### config.mk
export PLATFORM = sky130hd
export DESIGN_NAME = execute_stage_module
export DESIGN_NICKNAME = d
export VERILOG_FILES = /design/src/rtl/riscv_pkg.sv /design/src/rtl/forwarding_unit_module.sv /design/src/rtl/execute_stage_module.sv
export SDC_FILE = /design/constraint.sdc
export NUM_CORES = 1
export LEC_CHECK = 0
export BUFFER_PORTS_ARGS = -buffer_cell sky130_fd_sc_hd__buf_2
export CELL_PAD_IN_SITES_DETAIL_PLACEMENT = 0
export CELL_PAD_IN_SITES_GLOBAL_PLACEMENT = 1
export CORE_ASPECT_RATIO = 1.4
export CORE_MARGIN = 8
export CORE_UTILIZATION = 25
export CTS_CLUSTER_DIAMETER = 100
export DETAILED_ROUTE_END_ITERATION = 8
export HOLD_SLACK_MARGIN = 0.03
export PLACE_DENSITY = 0.61
export RECOVER_POWER = 50
export SLEW_MARGIN = 40
export SYNTH_ARGS = -nofsm -noshare
export SYNTH_HDL_FRONTEND = slang
export SYNTH_SLANG_ARGS = --single-unit
### constraint.sdc
create_clock -name clk -period 28.2 [get_ports clk]
set_clock_uncertainty 0.2 [all_clocks]
set_input_delay 8.46 -clock clk [delete_from_list [all_inputs] [get_ports clk]]
set_output_delay 8.46 -clock clk [all_outputs]
set_load 0.02 [all_outputs]
### src/rtl/riscv_pkg.sv
// Shared RISC-V pipeline definitions: ALU operation codes and forwarding
// mux selects used by the execute stage and the hazard logic.
package riscv_pkg;

   localparam logic [2:0] ALU_ADD = 3'b000;
   localparam logic [2:0] ALU_SUB = 3'b001;
   localparam logic [2:0] ALU_AND = 3'b010;
   localparam logic [2:0] ALU_OR  = 3'b011;
   localparam logic [2:0] ALU_SLT = 3'b101;

   localparam logic [1:0] FWD_RF  = 2'b00;
   localparam logic [1:0] FWD_WB  = 2'b01;
   localparam logic [1:0] FWD_MEM = 2'b10;

endpackage

### src/rtl/forwarding_unit_module.sv
// Combinational RAW-hazard bypass selection for the two EX source operands.
// MEM wins over WB, and register x0 never forwards.
module forwarding_unit_module
   import riscv_pkg::*;
#(
   parameter int REG_AW = 5
) (
   input  logic [REG_AW-1:0] RS1_E,
   input  logic [REG_AW-1:0] RS2_E,
   input  logic [REG_AW-1:0] RdM,
   input  logic              RegWriteM,
   input  logic [REG_AW-1:0] RdW,
   input  logic              RegWriteW,
   output logic [1:0]        ForwardAE,
   output logic [1:0]        ForwardBE
);

   logic memValid;
   logic wbValid;

   assign memValid = RegWriteM && (RdM != '0);
   assign wbValid  = RegWriteW && (RdW != '0);

   always_comb begin
      ForwardAE = FWD_RF;
      ForwardBE = FWD_RF;
      if (memValid && (RdM == RS1_E)) begin
         ForwardAE = FWD_MEM;
      end else if (wbValid && (RdW == RS1_E)) begin
         ForwardAE = FWD_WB;
      end
      if (memValid && (RdM == RS2_E)) begin
         ForwardBE = FWD_MEM;
      end else if (wbValid && (RdW == RS2_E)) begin
         ForwardBE = FWD_WB;
      end
   end

endmodule

### src/rtl/execute_stage_module.sv
// Execute stage: operand bypass, ALU, beq branch resolution and the EX/MEM
// pipeline register feeding the memory stage.
module execute_stage_module
   import riscv_pkg::*;
#(
   parameter int WIDTH  = 32,
   parameter int REG_AW = 5
) (
   input  logic              clk,
   input  logic              rst,
   input  logic              RegWriteE,
   input  logic              ResultSrcE,
   input  logic              MemWriteE,
   input  logic              BranchE,
   input  logic              ALUSrcE,
   input  logic [2:0]        ALUControlE,
   input  logic [WIDTH-1:0]  RD1_E,
   input  logic [WIDTH-1:0]  RD2_E,
   input  logic [WIDTH-1:0]  ImmExtE,
   input  logic [WIDTH-1:0]  PCE,
   input  logic [WIDTH-1:0]  PCPlus4E,
   input  logic [REG_AW-1:0] RS1_E,
   input  logic [REG_AW-1:0] RS2_E,
   input  logic [REG_AW-1:0] RdE,
   input  logic              RegWriteW,
   input  logic [REG_AW-1:0] RdW,
   input  logic [WIDTH-1:0]  ResultW,
   output logic              PCSrcE,
   output logic [WIDTH-1:0]  PCTargetE,
   output logic [1:0]        ForwardAE,
   output logic [1:0]        ForwardBE,
   output logic              RegWriteM,
   output logic              ResultSrcM,
   output logic              MemWriteM,
   output logic [WIDTH-1:0]  ALUResultM,
   output logic [WIDTH-1:0]  WriteDataM,
   output logic [WIDTH-1:0]  PCPlus4M,
   output logic [REG_AW-1:0] RdM
);

   logic [WIDTH-1:0]  srcAE;
   logic [WIDTH-1:0]  srcBE;
   logic [WIDTH-1:0]  writeDataE;
   logic [WIDTH-1:0]  aluResultE;
   logic              zeroE;

   logic              regWrite_q,  regWrite_d;
   logic              resultSrc_q, resultSrc_d;
   logic              memWrite_q,  memWrite_d;
   logic [WIDTH-1:0]  aluResult_q, aluResult_d;
   logic [WIDTH-1:0]  writeData_q, writeData_d;
   logic [WIDTH-1:0]  pcPlus4_q,   pcPlus4_d;
   logic [REG_AW-1:0] rd_q,        rd_d;

   // Bypass decisions look at the stage's own registered destination.
   forwarding_unit_module #(
      .REG_AW(REG_AW)
   ) u_forwarding (
      .RS1_E    (RS1_E),
      .RS2_E    (RS2_E),
      .RdM      (rd_q),
      .RegWriteM(regWrite_q),
      .RdW      (RdW),
      .RegWriteW(RegWriteW),
      .ForwardAE(ForwardAE),
      .ForwardBE(ForwardBE)
   );

   always_comb begin
      srcAE      = RD1_E;
      writeDataE = RD2_E;
      case (ForwardAE)
         FWD_WB:  srcAE = ResultW;
         FWD_MEM: srcAE = aluResult_q;
         default: srcAE = RD1_E;
      endcase
      case (ForwardBE)
         FWD_WB:  writeDataE = ResultW;
         FWD_MEM: writeDataE = aluResult_q;
         default: writeDataE = RD2_E;
      endcase
      srcBE = ALUSrcE ? ImmExtE : writeDataE;
   end

   // Unlisted operation codes deliberately yield zero.
   always_comb begin
      aluResultE = '0;
      case (ALUControlE)
         ALU_ADD: aluResultE = srcAE + srcBE;
         ALU_SUB: aluResultE = srcAE - srcBE;
         ALU_AND: aluResultE = srcAE & srcBE;
         ALU_OR:  aluResultE = srcAE | srcBE;
         ALU_SLT: aluResultE = {{(WIDTH-1){1'b0}}, ($signed(srcAE) < $signed(srcBE))};
         default: aluResultE = '0;
      endcase
   end

   assign zeroE     = (aluResultE == '0);
   assign PCSrcE    = BranchE & zeroE;
   assign PCTargetE = PCE + ImmExtE;

   always_comb begin
      regWrite_d  = RegWriteE;
      resultSrc_d = ResultSrcE;
      memWrite_d  = MemWriteE;
      aluResult_d = aluResultE;
      writeData_d = writeDataE;
      pcPlus4_d   = PCPlus4E;
      rd_d        = RdE;
   end

   always_ff @(posedge clk) begin
      if (rst) begin
         regWrite_q  <= 1'b0;
         resultSrc_q <= 1'b0;
         memWrite_q  <= 1'b0;
         aluResult_q <= '0;
         writeData_q <= '0;
         pcPlus4_q   <= '0;
         rd_q        <= '0;
      end else begin
         regWrite_q  <= regWrite_d;
         resultSrc_q <= resultSrc_d;
         memWrite_q  <= memWrite_d;
         aluResult_q <= aluResult_d;
         writeData_q <= writeData_d;
         pcPlus4_q   <= pcPlus4_d;
         rd_q        <= rd_d;
      end
   end

   assign RegWriteM  = regWrite_q;
   assign ResultSrcM = resultSrc_q;
   assign MemWriteM  = memWrite_q;
   assign ALUResultM = aluResult_q;
   assign WriteDataM = writeData_q;
   assign PCPlus4M   = pcPlus4_q;
   assign RdM        = rd_q;

endmodule
==> qor.yml <==
status:
  status: "finished with violations"
  violations: "capacitance limit, slew limit"
placed_design:
  portBuffers: 363
  hpwl_um: 45300
  dp_slack_ps: 4770
  gp_congestion: 0.959
  post-place-cells: 2338
setup_path:
  critPathMaxFanout: 33
  r2r-start: "RdM[4]$_SDFF_PP0_"
  critPathLaunch: "RdW[0]"
  critPathArrivalTime_ps: 14740
  regToRegSetupSlack_ps: 21920
  cp_slowest_cell: "or4_1"
  critical_path_class: "primary input to output port"
  cp.buffers_inverters: 3
  endpoint_kind: "output port"
  reg2regPathDepth: 18
  cp-start-kind: "primary input"
  crit_chain: "buf_2, or4_1, o21ai_0, nor4_2, buf_4, mux2i_1, a21oi_1, mux2_2, ha_1, fa_1, a211oi_2, o21ai_1, nand3_1, a31oi_1, a31oi_2, xnor2_1, a221oi_2, o221ai_1, nor4_1, nand4_1, nor4_2, buf_2"
  cp.required_ps: 19540
  critical_path.top_delay_family: "compound AO/OA/AOI/OAI gates"
  max_stage_delay_ps: 540
  r2r_end: "ALUResultM[28]$_SDFF_PP0_"
sta:
  final-setup-viol-count: 0
  timing.final.crit_share: 0.830
  setup_ws_ps: 4800
  rsz0062_at_grt: "no"
  fin_crit_ps: 23400
  slew_viol_final: 63
  tns_ps: 0
  timing.fmax_ghz: 0.0427
  max_slew.worst_pin.slew_ps: 3520
  slew_headroom: -1.34
  hold_viol_final: 0
synth:
  yosysMostFrequentCell: "ha_1"
  yosysTopAreaCell: "dfxtp_1"
  synth_seq_area_share: 0.185
  synth_ff_type: "dfxtp_1"
  netlist_instances: 1477
  yosysUniqueCellTypes: 88
  synth_seq_cells: 104
  syn_area_per_cell_um2: 7.63
  post-synth-top-area-fraction: 0.185
  synth_edf_count: 0
  synthArstFlopShare: 0
  synth_top_cells_by_count: "ha_1 (131), nor2_1 (126), a21oi_1 (122), dfxtp_1 (104), inv_1 (104)"
  synth_area_mm2: 0.0113
  synthTopCellsByArea: "dfxtp_1 (18%), ha_1 (15%), mux2i_1 (6.6%)"
  ys_warn_count: 0
  syn_nets: 1834
grt:
  grt_max_degree: 85
  grt-ovfl-total: 0
  antenna_found_initial: 1
  grt_pass1_wl_um: 79600
  track_usage: 0.199
  first_global_vias: 12339
route:
  num_vias: 12084
  drt-initial-drc-count: 567
  wl_per_cell_um: 23.1
  routed_wl_um: 54500
  drc: 0
  viasPerCell: 5.13
  drtPass1Iterations: 5
  route.antenna.remaining_nets: 0
power_and_ir_drop:
  power.total_mw: 0.590
  power_per_cell_area_mw_per_mm2: 42.7
  ir_drop_v: 0.0000284
  p_leak_nw: 6.06
worst_hold_path:
  min_path_cells: 3
  hp-start: "ALUResultM[18]$_SDFF_PP0_"
  hp-class: "flip-flop to flip-flop"
  worstHoldEndpoint: "WriteDataM[18]$_SDFF_PP0_"
clock_network:
  clock_latency_ps: 380
  cts_sinks: 104
  post_cts_buffers: 0
  htree_levels: 3
  cts-root-buf: "clkbuf_16"
  cts_resized: 0
  cts_tree: "yes"
  cts_hold_buffers: 0
  cts_buffer_depth: 2
  clk_pin_slew_worst_paths_ps: 80
  cts-buffers-inserted: 9
finish:
  n_fill_cell: 4951
  drive_gt1_frac: 0.209
  nets: 2142
  antenna_cells: 0
  areaGrowthSynthToFinish_pct: 22.4
  final_cells: 2354
die:
  io_pins: 364
  dieArea_mm2: 0.0522
  chipHeight_um: 267
  rows: 92
  die_x_um: 195
  start_util: 0.252
  core_area_mm2: 0.0448
job:
  drv_cap: 1
## how the worst max path moves through the flow
stage / end / slack (ps) / cells past startpoint
3_3_place_gp: PCSrcE / 4890 / 22
6_report: PCSrcE / 4800 / 22
4_1_cts: PCSrcE / 4740 / 22
3_5_place_dp: PCSrcE / 4770 / 22
5_1_grt: PCSrcE / 4440 / 22
2_1_floorplan: PCSrcE / 6110 / 19
## logic make-up (layout without fill, tap and decap cells)
logic type | after synthesis | after routing | synth area share
AND/OR/NAND/NOR | 474 | 474 | 0.212
adder cells (fa/ha/maj) | 134 | 134 | 0.151
AO/OA/AOI/OAI | 410 | 410 | 0.240
XOR/XNOR | 64 | 64 | 0.0497
buffers and inverters | 186 | 499 | 0.0646
multiplexers | 105 | 105 | 0.0977
flip-flops | 104 | 104 | 0.185
## state kept, by name, indices dropped and copies added, names as in the netlist
register    flops
ALUResultM     32
MemWriteM       1
RegWriteM       1
RdM             5
PCPlus4M       32
ResultSrcM      1
WriteDataM     32
## metrics by stage
step | cell area, um2 | hold slack [ps] | utilization
after detailed placement | 13600 | 459 | 0.304
after CTS | 13900 | 472 | 0.311
final | 13800 | 461 | 0.308
after floorplan | 11300 | 516 | -
after global placement | 13600 | 444 | 0.304
after global routing | 13800 | 486 | 0.308
## layout by cell type (no fill, tap or decap), types with 9 or more instances in the layout
| cell type | n |
|---|---|
| a211oi_1 | 22 |
| a21o_1 | 18 |
| a21oi_1 | 122 |
| a31oi_1 | 9 |
| and2_1 | 48 |
| and3_1 | 11 |
| buf_2 | 281 |
| buf_4 | 12 |
| clkbuf_1 | 83 |
| clkbuf_16 | 9 |
| dfxtp_1 | 104 |
| ha_1 | 131 |
| inv_1 | 104 |
| mux2_2 | 30 |
| mux2i_1 | 74 |
| nand2_1 | 92 |
| nand2b_1 | 18 |
| nand3_1 | 29 |
| nand4_1 | 18 |
| nor2_1 | 126 |
| nor2b_1 | 55 |
| nor3_1 | 29 |
| o211ai_1 | 16 |
| o21a_1 | 15 |
| o21ai_0 | 89 |
| o21bai_1 | 13 |
| xnor2_1 | 46 |
| xor2_1 | 18 |
## metal layers
metal  GRT usage  wire length, um
met1       0.213            21000
met3      0.0337             2850
met5           0               13
met2       0.374            28000
met4      0.0965             2560
## tightest hold or removal path: stages, from the launching register on
cell and delay (ps):
dfxtp_1 330, nor2_1 100, a21oi_1 50, and2_1 150
## power breakdown
group          leakage [nW]  total [mW]  switching [mW]  internal (mW)
clock network         0.149       0.138          0.0675         0.0708
logic                  5.05       0.288           0.184          0.103
registers             0.863       0.164         0.00696          0.157
total                  6.06       0.590           0.259          0.331
## cell type report
| class | instances | area, um2 | share of cell area |
|---|---|---|---|
| multi-input cells | 1187 | 8480 | 0.615 |
| flip-flops and latches | 104 | 2080 | 0.151 |
| repair buffers | 377 | 1820 | 0.132 |
| well taps | 564 | 706 | 0.0511 |
| inverters | 106 | 398 | 0.0288 |
| clock buffers | 9 | 225 | 0.0163 |
| clock inverters | 7 | 83.8 | 0.00608 |
Power figures use the tool's default switching activity.
